===== config.mk =====
export PLATFORM = sky130hd
export DESIGN_NAME = masked_sbox_addr_stage
export DESIGN_NICKNAME = d
export VERILOG_FILES = /design/src/rtl/masked_sbox_addr_stage.sv
export SDC_FILE = /design/constraint.sdc
export NUM_CORES = 1
export LEC_CHECK = 0
export ABC_AREA = 1
export BUFFER_PORTS_ARGS = -buffer_cell sky130_fd_sc_hd__clkbuf_2
export CORE_MARGIN = 2
export CORE_UTILIZATION = 52
export DETAILED_ROUTE_END_ITERATION = 7
export PLACE_DENSITY = 0.83
export RECOVER_POWER = 100
export SYNTH_ARGS = -nofsm -noshare
export SYNTH_HDL_FRONTEND = slang
export SYNTH_SLANG_ARGS = --single-unit

===== constraint.sdc =====
create_clock -name clk -period 4 [get_ports clk]
set_input_delay 0.2 -clock clk [delete_from_list [all_inputs] [get_ports clk]]
set_output_delay 0.2 -clock clk [all_outputs]
set_load 0.005 [all_outputs]

===== src/rtl/masked_sbox_addr_stage.sv =====
// Address/valid staging ahead of the per-lane masked S-box BRAMs.
// Each lane registers its two share bytes, with the lane's fresh mask bits
// on top, into the port-A/B addresses. A valid/mask delay line sized to the
// BRAM read latency lines up out_valid/rnd_out with DOA/DOB. Every register
// shares the BRAM enable, so the whole stage freezes along with the BRAM.

// One lane: shares stay in separate registers and are never mixed.
module masked_sbox_addr_lane (
    input  logic       clk,
    input  logic       rst,
    input  logic       EN,
    input  logic [7:0] s0,
    input  logic [7:0] s1,
    input  logic [1:0] rnd,
    output logic [9:0] addra,
    output logic [9:0] addrb
);

    // Addresses load on every enabled cycle; in_valid only qualifies use.
    always_ff @(posedge clk) begin
        if (rst) begin
            addra <= '0;
            addrb <= '0;
        end else if (EN) begin
            addra <= {rnd, s0};
            addrb <= {rnd, s1};
        end
    end

endmodule

module masked_sbox_addr_stage #(
    parameter int LANES    = 4,
    parameter int BRAM_LAT = 2,
    parameter int CNT_W    = 16
) (
    input  logic                  clk,
    input  logic                  rst,
    input  logic                  EN,
    input  logic                  in_valid,
    input  logic [8*LANES-1:0]    s0,
    input  logic [8*LANES-1:0]    s1,
    input  logic [2*LANES-1:0]    rnd,
    output logic [10*LANES-1:0]   ADDRA,
    output logic [10*LANES-1:0]   ADDRB,
    output logic                  out_valid,
    output logic [2*LANES-1:0]    rnd_out,
    output logic                  ready,
    output logic [CNT_W-1:0]      beat_cnt
);

    localparam int FW = $clog2(BRAM_LAT + 1);

    typedef enum logic {FILL, RUN} state_t;

    state_t                            state;
    logic [FW-1:0]                     fill_cnt;
    logic [BRAM_LAT:0]                 vld_pipe;
    logic [BRAM_LAT:0][2*LANES-1:0]    rnd_pipe;

    genvar l;
    generate
        for (l = 0; l < LANES; l++) begin : g_lane
            masked_sbox_addr_lane u_lane (
                .clk   (clk),
                .rst   (rst),
                .EN    (EN),
                .s0    (s0[8*l +: 8]),
                .s1    (s1[8*l +: 8]),
                .rnd   (rnd[2*l +: 2]),
                .addra (ADDRA[10*l +: 10]),
                .addrb (ADDRB[10*l +: 10])
            );
        end
    endgenerate

    // Valid/mask delay line; the final register makes out_valid coincide with BRAM data.
    always_ff @(posedge clk) begin
        if (rst) begin
            vld_pipe  <= '0;
            rnd_pipe  <= '0;
            out_valid <= 1'b0;
            rnd_out   <= '0;
        end else if (EN) begin
            vld_pipe    <= {vld_pipe[BRAM_LAT-1:0], in_valid};
            rnd_pipe[0] <= rnd;
            for (int k = 1; k <= BRAM_LAT; k++) rnd_pipe[k] <= rnd_pipe[k-1];
            // Stale BRAM output during fill is never flagged.
            out_valid <= vld_pipe[BRAM_LAT] && (state == RUN);
            rnd_out   <= rnd_pipe[BRAM_LAT];
        end
    end

    // Fill FSM: count enabled edges until the BRAM pipe holds real data, then stay in RUN.
    always_ff @(posedge clk) begin
        if (rst) begin
            state    <= FILL;
            fill_cnt <= '0;
            ready    <= 1'b0;
        end else if (EN) begin
            case (state)
                FILL: begin
                    if (fill_cnt == FW'(BRAM_LAT)) begin
                        state <= RUN;
                        ready <= 1'b1;
                    end else begin
                        fill_cnt <= fill_cnt + 1'b1;
                    end
                end
                RUN:     state <= RUN;
                default: state <= FILL;
            endcase
        end
    end

    // Saturating count of emitted beats.
    always_ff @(posedge clk) begin
        if (rst) begin
            beat_cnt <= '0;
        end else if (EN && out_valid && (beat_cnt != {CNT_W{1'b1}})) begin
            beat_cnt <= beat_cnt + 1'b1;
        end
    end

endmodule


==> results.ini, run 1 <==
[outcome]
status = finished, violations left
violations = capacitance limit, slew limit

[critical_path]
path_delay_family = buffers and inverters
worstPathCellList = dlygate4sd3_1, clkbuf_1, inv_1, buf_4, o21ai_0, nor2_1
required_ns = 4.43
startpoint_type = input port
slowest_stage = inv_1
crit_buf_inv = 4
crit_arrival_ns = 3.11
crit_fanout = 70
endpoint_kind = flop
max_stage_delay_ns = 1.28
critPathKind = input port to flop

[timing]
setup_viol = 0
min_period_ns = 2.68
period_share = 0.671
rsz0062_at_grt = false
max_freq_ghz = 0.373
relSlewSlack = -0.206
postLayoutSetupSlackWorst_ns = 1.32
fin_skew_ns = 0.00755
hold_viol_final = 0
tightestPinTransition_ns = 1.81
tns_ns = 0
slew_violations = 71

[power]
p_per_area_mw_per_mm2 = 465
p_int_mw = 2.35
vdd_ir_drop_max_mv = 0.348
swShare = 0.246
clkPwrFrac = 0.477
fin_total_pwr_mw = 3.12
cellLeakagePower_nw = 3.08
comb_power_share = 0.102
pwr-share-seq = 0.421
p_switching_uw = 766

[detailed_routing]
vias_per_cell = 5.20
wl_per_cell_um = 14.5
num_vias = 5027
drc = 0
postRouteAntennaNets = 0
firstDrtPassIters = 4
drt_wl_total_um = 14000
drt-initial-drc-count = 210

[cells_and_area]
nNetsFinal = 924
drive_above_1_share = 0.220
synthToLayoutAreaGrowth_pct = 44.0
utilization = 0.772
antenna_cells = 0

[synthesis]
syn_inst = 620
avgSynthCellArea_um2 = 7.50
synth_flop_cell = dfxtp_1
syn_area_mm2 = 0.00465
synth_warnings = 0
synth_common_cells = 237 x nor2_1, 120 x dfxtp_1, 104 x o21ai_0
synth.most_common_cell = nor2_1
post_synth_num_cell_types = 25
yosysTopAreaCellShare = 0.516
async_reset_ff_frac = 0
syn_nets = 698
yosys.area.top_type = dfxtp_1
ys_seq_elements = 120
synth_seq_area_share = 0.516
synth-edff-count = 0
synth_area_leaders = dfxtp_1 52%, nor2_1 19%, o21ai_0 11%

[global_route]
grt-busiest-layer = met2
grt_max_degree = 71
antenna_found_initial = 0
met1_usage = 0.315
grt_use_met3 = 0.0858
grt_use_met2 = 0.495
first_global_vias = 5001
grt_usage = 0.287
grt-ovfl-total = 0
grt_pass1_wl_um = 22700

[run]
max_cap_violations = 1

[floorplan]
chipHeight_um = 98.6
dieArea_mm2 = 0.00972
die_w_um = 98.6
pin_count = 182
num_rows = 34
core_mm2 = 0.00868
start_util = 0.536

[clock_tree]
cts.clk_slew.worst_paths_ns = 0.06
cts_made_buffers = 17
cts_setup_buffers = 0
cts_resized = 0
cts_tree = built
clk_latency_ns = 0.50
htree_levels = 4
clock-sinks = 120
clockBufferDepth = 2
ctsRootBufferMaster = clkbuf_8

[placement]
io_buffers = 181
place.gp.congestion = 0.882
hpwlAfterDp_um = 7440
pre_cts_ws_ns = 1.76

[min_path]
min_path_type = input port to flop

-- metrics by stage --
step                      area (um2)  hold WS, ns  cells
after floorplan                 4650        0.269    620
after CTS                       6760        0.368    967
after global placement          5430        0.400    861
final                           6700        0.396    967
after global routing            6700        0.440    967
after detailed placement        5430        0.408    861
-- area by class of cell --
type                    count  area, um2
flip-flops and latches    120       2400
fillers                   622       1980
multi-input cells         428       1890
repair buffers            258       1610
clock buffers              20        445
clock inverters            12        141
well taps                 108        135
inverters                  21       78.8
-- layout by cell type (no fill, tap or decap), types with 15 or more instances in the layout --
master and count:
nor2_1 237, clkbuf_2 134, dfxtp_1 120, o21ai_0 104, dlygate4sd3_1 74, clkbuf_1 48
nand2_1 31, inv_1 16, nand3_1 16, clkbuf_16 16, a21oi_1 15
-- routing by layer --
layer	up-vias	wire (um)
met3	56	947
met2	235	7130
met5	-	0
li1	2425	-
met4	0	552
met1	2311	5380
-- flip-flops by register name, indices dropped and copies added, names as in the netlist --
name                 count
out_valid                1
rnd_out                  8
state                    1
fill_cnt                 2
g_lane.u_lane.addrb     32
ready                    1
beat_cnt                16
rnd_pipe                19
g_lane.u_lane.addra     37
vld_pipe                 3
-- timing repair --
item / 4_1_cts / 5_1_grt
setup endpoints to repair: 0 / 0
hold buffers: 74 / 0
endpoints found under the hold margin: 75 / 0
-- worst reg2reg max path: cells and delay by family, from the launching register on --
family	cells	cell delay, ns
fa+ha+maj	1	0.22
flops	1	0.41
simple gates	6	0.99
-- path summary, 6_finish.rpt --
kind	startpoint	end	slack [ns]	cells past startpoint
setup / recovery	rst	g_lane[2].u_lane.addra[3]	1.32	6
hold / removal	EN	state	0.40	3
setup reg to reg	beat_cnt[0]	beat_cnt[15]	2.33	7
hold reg to reg	ready	ready	0.45	2
-- kinds of logic (layout without fill, tap and decap cells) --
family | Yosys count | in the layout | share of synthesized area
and+or+nand+nor | 305 | 305 | 0.269
AOI/OAI and AO/OA | 121 | 121 | 0.131
DFF | 120 | 120 | 0.516
buffers and inverters | 72 | 311 | 0.0780
adders and majority gates | 2 | 2 | 0.00538
-- power by group through the flow --
stage	Sequential [mW]	Combinational (mW)	Clock (mW)
final	1.31	0.319	1.49
after global routing	1.32	0.352	1.55
after CTS	1.31	0.312	1.50
after detailed placement	1.33	0.253	0
after global placement	1.33	0.244	0
after floorplan	1.33	0.142	0
Power figures use the tool's default switching activity.
==> run 2: changes to the inputs <==
--- a/config.mk
+++ b/config.mk
@@ -5,12 +5,12 @@
 export SDC_FILE = /design/constraint.sdc
 export NUM_CORES = 1
 export LEC_CHECK = 0
-export ABC_AREA = 1
+export ABC_AREA = 0
 export BUFFER_PORTS_ARGS = -buffer_cell sky130_fd_sc_hd__clkbuf_2
 export CORE_MARGIN = 2
-export CORE_UTILIZATION = 52
+export CORE_UTILIZATION = 48
 export DETAILED_ROUTE_END_ITERATION = 7
-export PLACE_DENSITY = 0.83
+export PLACE_DENSITY = 0.77
 export RECOVER_POWER = 100
 export SYNTH_ARGS = -nofsm -noshare
 export SYNTH_HDL_FRONTEND = slang
==> constraint.sdc (replaced) <==
create_clock -name clk -period 2.8 [get_ports clk]
set_input_delay 0.14 -clock clk [delete_from_list [all_inputs] [get_ports clk]]
set_output_delay 0.14 -clock clk [all_outputs]
set_load 0.005 [all_outputs]
==> run 2 against run 1 <==
Net effect:
- the flow now finishes without violations
- final cell count shrank 14%
- core utilization fell by 5.1 points
- via count is 18% lower
- combinational power grew 31%
- critical path depth is 2 lower
- sequential share of layout area decreased by 0.13 points
- synthesized cell count decreased by 26%
- sequential power rose by 40%
- clock power grew 43%
- clock skew about the same
- power grew 41%
- first-iteration DRC count down 64%
- largest cell class unchanged
==> results.ini, run 2 <==
[cells_and_area]
final_area_mm2 = 0.00673
antenna_cells = 0
final_cell_mix = 120 x dfxtp_1, 113 x clkbuf_2, 110 x nor2_1
stdcell_count = 835
largest-register = g_lane.u_lane.addra
nNetsFinal = 771
layout_commonest_cell = dfxtp_1
largest_register_ffs = 37
multiInputGateArea_mm2 = 0.00198
utilization = 0.721
fillers = 700
largestRegisters = g_lane.u_lane.addra (37), g_lane.u_lane.addrb (32), rnd_pipe (19)
drive_above_1_share = 0.218
synthToLayoutAreaGrowth_pct = 44.8
regArea_mm2 = 0.00240

[global_route]
grt-ovfl-total = 0
grt_use_met3 = 0.0746
grt-busiest-layer = met2
grt_usage = 0.220
met1_usage = 0.239
grt_max_degree = 85
grt_use_met2 = 0.390
first_global_vias = 4035
grt_pass1_wl_um = 18200
antenna_found_initial = 0

[synthesis]
synthMuxAreaShare = 0.223
syn_nets = 537
yosysTopAreaCellShare = 0.517
syn_inst = 459
post_synth_num_cell_types = 39
synth-edff-count = 0
synth_compound_area_frac = 0.0364
synth.most_common_cell = dfxtp_1
ys_seq_elements = 120
synth_common_cells = 120 x dfxtp_1, 110 x nor2_1, 100 x mux2i_1
synth_flop_cell = dfxtp_1
synth_area_leaders = dfxtp_1 52%, mux2i_1 22%, nor2_1 8.9%
synth-xor-area-share = 0.00189
async_reset_ff_frac = 0
avgSynthCellArea_um2 = 10.1
yosys.area.top_type = dfxtp_1
synth-adder-area-share = 0.00539
yosys.area_share.simple = 0.163
synth_warnings = 0
syn_area_mm2 = 0.00464
synth_top_family_by_area = multiplexers
synth_seq_area_share = 0.517

[critical_path]
r2r_cells = 5
critPathKind = input port to flop
rr_endpoint = beat_cnt[10]
startpoint_type = input port
crit_fanout = 84
endpoint_kind = flop
r2r_slack_ns = 0.97
startpoint = EN
required_ns = 3.15
timing.rr.start = beat_cnt[0]
crit_arrival_ns = 2.36

[floorplan]
num_rows = 35
core_mm2 = 0.00933
pin_count = 182
dieArea_mm2 = 0.0105
chipHeight_um = 102
die_w_um = 102
start_util = 0.498

[clock_tree]
cts_resized = 0
cts_made_buffers = 17
cts_setup_buffers = 0
clk_latency_ns = 0.50
clockBufferDepth = 2
cts.clk_slew.worst_paths_ns = 0.06
cts_tree = built
htree_levels = 4
ctsRootBufferMaster = clkbuf_8
clock-sinks = 120

[timing]
period_share = 0.717
tns_ns = 0
rsz0062_at_grt = false
fin_skew_ns = 0.00777
postLayoutSetupSlackWorst_ns = 0.793
relSlewSlack = 0.0102
min_period_ns = 2.01
setup_viol = 0
max_freq_ghz = 0.498
hold_slack_ns = 0.210
tightestPinTransition_ns = 1.48
slew_violations = 0
hold_viol_final = 0

[power]
vdd_ir_drop_max_mv = 0.347
p_per_area_mw_per_mm2 = 652
comb_power_share = 0.095
cellLeakagePower_nw = 3.09
p_int_mw = 3.33
swShare = 0.240
p_switching_mw = 1.05
pwr-share-seq = 0.418
clkPwrFrac = 0.486
fin_total_pwr_mw = 4.39

[min_path]
hold_start = rst
hold_path_depth = 2
min_path_type = input port to flop
worstHoldEndpoint = ready

[detailed_routing]
num_vias = 4146
drt_wl_total_um = 11600
drc = 0
drt-initial-drc-count = 76
postRouteAntennaNets = 0
wl_per_cell_um = 13.9
firstDrtPassIters = 4
vias_per_cell = 4.97

[placement]
dp.cells = 730
io_buffers = 181
pre_cts_ws_ns = 0.977
placed_area_mm2 = 0.00552
place.gp.congestion = 0.825
hpwlAfterDp_um = 6750

[outcome]
status = finished clean

[run]
max_cap_violations = 0

-- run 2: cell types whose count changed in the layout (fill, tap and decap cells not counted), sizes merged, moves of 4 or more --
cell	change
a21oi	-5
a31oi	+4
inv	-13
mux2i	+100
nand2	-31
nand3	-14
nor2	-133
nor2b	+4
o21ai	-99
or3	+6
-- run 2: worst max path at each step --
stage,to,slack [ns],cells past startpoint
after global placement,beat_cnt[8],1.01,5
after detailed placement,beat_cnt[6],0.98,5
after global routing,rnd_pipe[10],0.70,4
after CTS,beat_cnt[6],0.97,5
final,g_lane[3].u_lane.addrb[5],0.79,4
after floorplan,beat_cnt[6],1.12,5
-- run 2: final cells by class --
class / instances / share of cell area
clock inverter: 14 / 0.0240
clock buffer: 18 / 0.0636
sequential: 120 / 0.357
timing repair buffer: 257 / 0.235
inverter: 4 / 0.00223
multi-input combinational: 293 / 0.294
tap: 129 / 0.0240
-- run 2: what timing repair did --
item	CTS	global route
hold buffers	73	0
hold endpoints to repair	73	0
setup endpoints to repair	0	0
-- run 2: cells by family after synthesis --
family	count (synthesis)
muxes	103
AOI/OAI and AO/OA	28
xor gates and xnor gates	1
and+or+nand+nor	159
DFF	120
adders and majority gates	2
buffers and inverters	46
-- run 2: power groups by stage --
stage | sequential (mW) | combinational [mW] | clock, mW
2_1_floorplan | 1.87 | 0.201 | 0
3_3_place_gp | 1.86 | 0.325 | 0
3_5_place_dp | 1.87 | 0.335 | 0
4_1_cts | 1.83 | 0.418 | 2.17
5_1_grt | 1.84 | 0.458 | 2.25
6_report | 1.83 | 0.419 | 2.13
-- run 2: metal layers --
layer	share of wire	up-vias	wire length, um
li1	-	2036	-
met1	0.41	1944	4750
met2	0.52	144	6070
met3	0.052	22	607
met4	0.017	0	201
met5	0	-	0
-- run 2: worst max-delay path, cell delays in order --
cell and delay [ns]:
clkbuf_2 0.49, clkbuf_4 1.22, mux2i_1 0.31, nor2_1 0.07
==> run 3: changes to the inputs <==
==> constraint.sdc (replaced) <==
create_clock -name clk -period 2 [get_ports clk]
set_input_delay 0.1 -clock clk [delete_from_list [all_inputs] [get_ports clk]]
set_output_delay 0.1 -clock clk [all_outputs]
set_load 0.005 [all_outputs]
==> run 3 against run 2 <==
Net effect:
- via count is 0.36% higher
- critical path depth is 1 higher
- die area stayed put
- register-to-register slack worse by 0.81 ns
- combinational power is 39% higher
- setup slack worse by 0.64 ns
- first-iteration DRC count is 14% higher
- routed wire length is 2.6% higher
- core utilization is 0.67 points higher
- critical endpoint is now beat_cnt[6]
- non-clock buffer count is 3 higher
==> results.ini, run 3 (synthesis gave the netlist of run 2 again) <==
[floorplan]
num_rows = 35
die_w_um = 102
core_mm2 = 0.00933
pin_count = 182
start_util = 0.498
dieArea_mm2 = 0.0105
chipHeight_um = 102

[clock_tree]
cts_resized = 0
cts_tree = built
clockBufferDepth = 2
cts.clk_slew.worst_paths_ns = 0.06
clk_latency_ns = 0.49
ctsRootBufferMaster = clkbuf_8
htree_levels = 4
cts_made_buffers = 17
clock-sinks = 120

[detailed_routing]
drt_wl_total_um = 11900
postRouteAntennaNets = 0
vias_per_cell = 4.97
drc = 0
wl_per_cell_um = 14.3
drt-initial-drc-count = 87
num_vias = 4161
firstDrtPassIters = 4

[min_path]
hold_path_depth = 2
min_path_type = input port to flop

[critical_path]
startpoint_type = flop
crit_fanout = 7
max_stage_delay_ns = 0.40
endpoint_kind = flop
crit_arrival_ns = 2.22
r2r_cells = 5
slowest_stage = dfxtp_1
worstPathCellList = ha_1, nand3_1, or3_1, a21oi_1, mux2_2
required_ns = 2.38
critPathKind = flop to flop
r2r_slack_ns = 0.16

[outcome]
status = finished clean

[global_route]
first_global_vias = 4048
grt_use_met3 = 0.0561
grt_max_degree = 89
grt-busiest-layer = met2
grt-ovfl-total = 0
grt_pass1_wl_um = 18600
met1_usage = 0.251
grt_use_met2 = 0.401
grt_usage = 0.226
antenna_found_initial = 0

[cells_and_area]
nNetsFinal = 774
largestRegisters = g_lane.u_lane.addra (37), g_lane.u_lane.addrb (32), rnd_pipe (19)
layout_commonest_cell = dfxtp_1
fillers = 683
synthToLayoutAreaGrowth_pct = 46.1
antenna_cells = 0
largest_register_ffs = 37
final_cell_mix = 120 x dfxtp_1, 110 x nor2_1, 104 x clkbuf_2
drive_above_1_share = 0.208
largest-register = g_lane.u_lane.addra

[placement]
pre_cts_ws_ns = 0.202
io_buffers = 181
place.gp.congestion = 0.821
hpwlAfterDp_um = 6940

[timing]
tightestPinTransition_ns = 1.05
hold_slack_ns = 0.0583
fin_skew_ns = 0.00628
hold_viol_final = 0
tns_ns = 0
rsz0062_at_grt = false
relSlewSlack = 0.299
slew_violations = 0
min_period_ns = 1.84
setup_viol = 0
period_share = 0.922
postLayoutSetupSlackWorst_ns = 0.157
max_freq_ghz = 0.542

[power]
vdd_ir_drop_max_mv = 0.694
p_per_area_mw_per_mm2 = 923
cellLeakagePower_nw = 3.10

[run]
max_cap_violations = 0

-- run 3: final timing paths --
check | startpoint | to
setup / recovery | beat_cnt[1] | beat_cnt[6]
hold / removal | rst | g_lane[3].u_lane.addrb[1]
setup reg to reg | beat_cnt[1] | beat_cnt[6]
hold reg to reg | ready | ready
-- run 3: area by class of cell --
cell class | count | area (um2) | share of cell area
clock buffers | 17 | 414 | 0.0610
clock inverters | 14 | 200 | 0.0295
inverters | 4 | 15.0 | 0.00221
multi-input cells | 293 | 1990 | 0.293
flip-flops and latches | 120 | 2400 | 0.354
well taps | 129 | 161 | 0.0238
repair buffers | 260 | 1600 | 0.236
-- run 3: stage by stage --
| step | utilization | cells | cell area, um2 | power, mW |
|---|---|---|---|---|
| finish | 0.728 | 837 | 6790 | 6.26 |
| global route | 0.728 | 837 | 6790 | 6.48 |
| CTS | 0.740 | 837 | 6900 | 6.32 |
| detailed placement | 0.595 | 732 | 5550 | 3.09 |
| global placement | 0.595 | 732 | 5550 | 3.07 |
| floorplan | - | 459 | 4640 | 2.89 |
-- run 3: report_power, final --
part / internal, mW / switching, mW / total [mW]
clock network: 2.03 / 1.08 / 3.11
registers: 2.50 / 0.0685 / 2.57
logic: 0.323 / 0.260 / 0.583
total: 4.85 / 1.41 / 6.26
-- run 3: metal layers --
metal  wire length, um  part of all wire  vias to the layer above
li1                  -                 -                     2042
met1              4780              0.40                     1934
met2              6180              0.52                      152
met3               651             0.055                       33
met4               316             0.026                        0
met5                 0                 0                        -
-- run 3: worst max-delay path, delay by kind of cell, from the launching register on --
kind | cells | cell delay (ns)
and+or+nand+nor | 2 | 0.59
DFF | 1 | 0.40
muxes | 1 | 0.35
adders and majority gates | 1 | 0.25
AOI/OAI and AO/OA | 1 | 0.14
-- run 3: timing repair --
| action | CTS | global route |
|---|---|---|
| hold endpoints to repair | 74 | 0 |
| setup buffers | 0 | 0 |
| hold buffers | 74 | 0 |
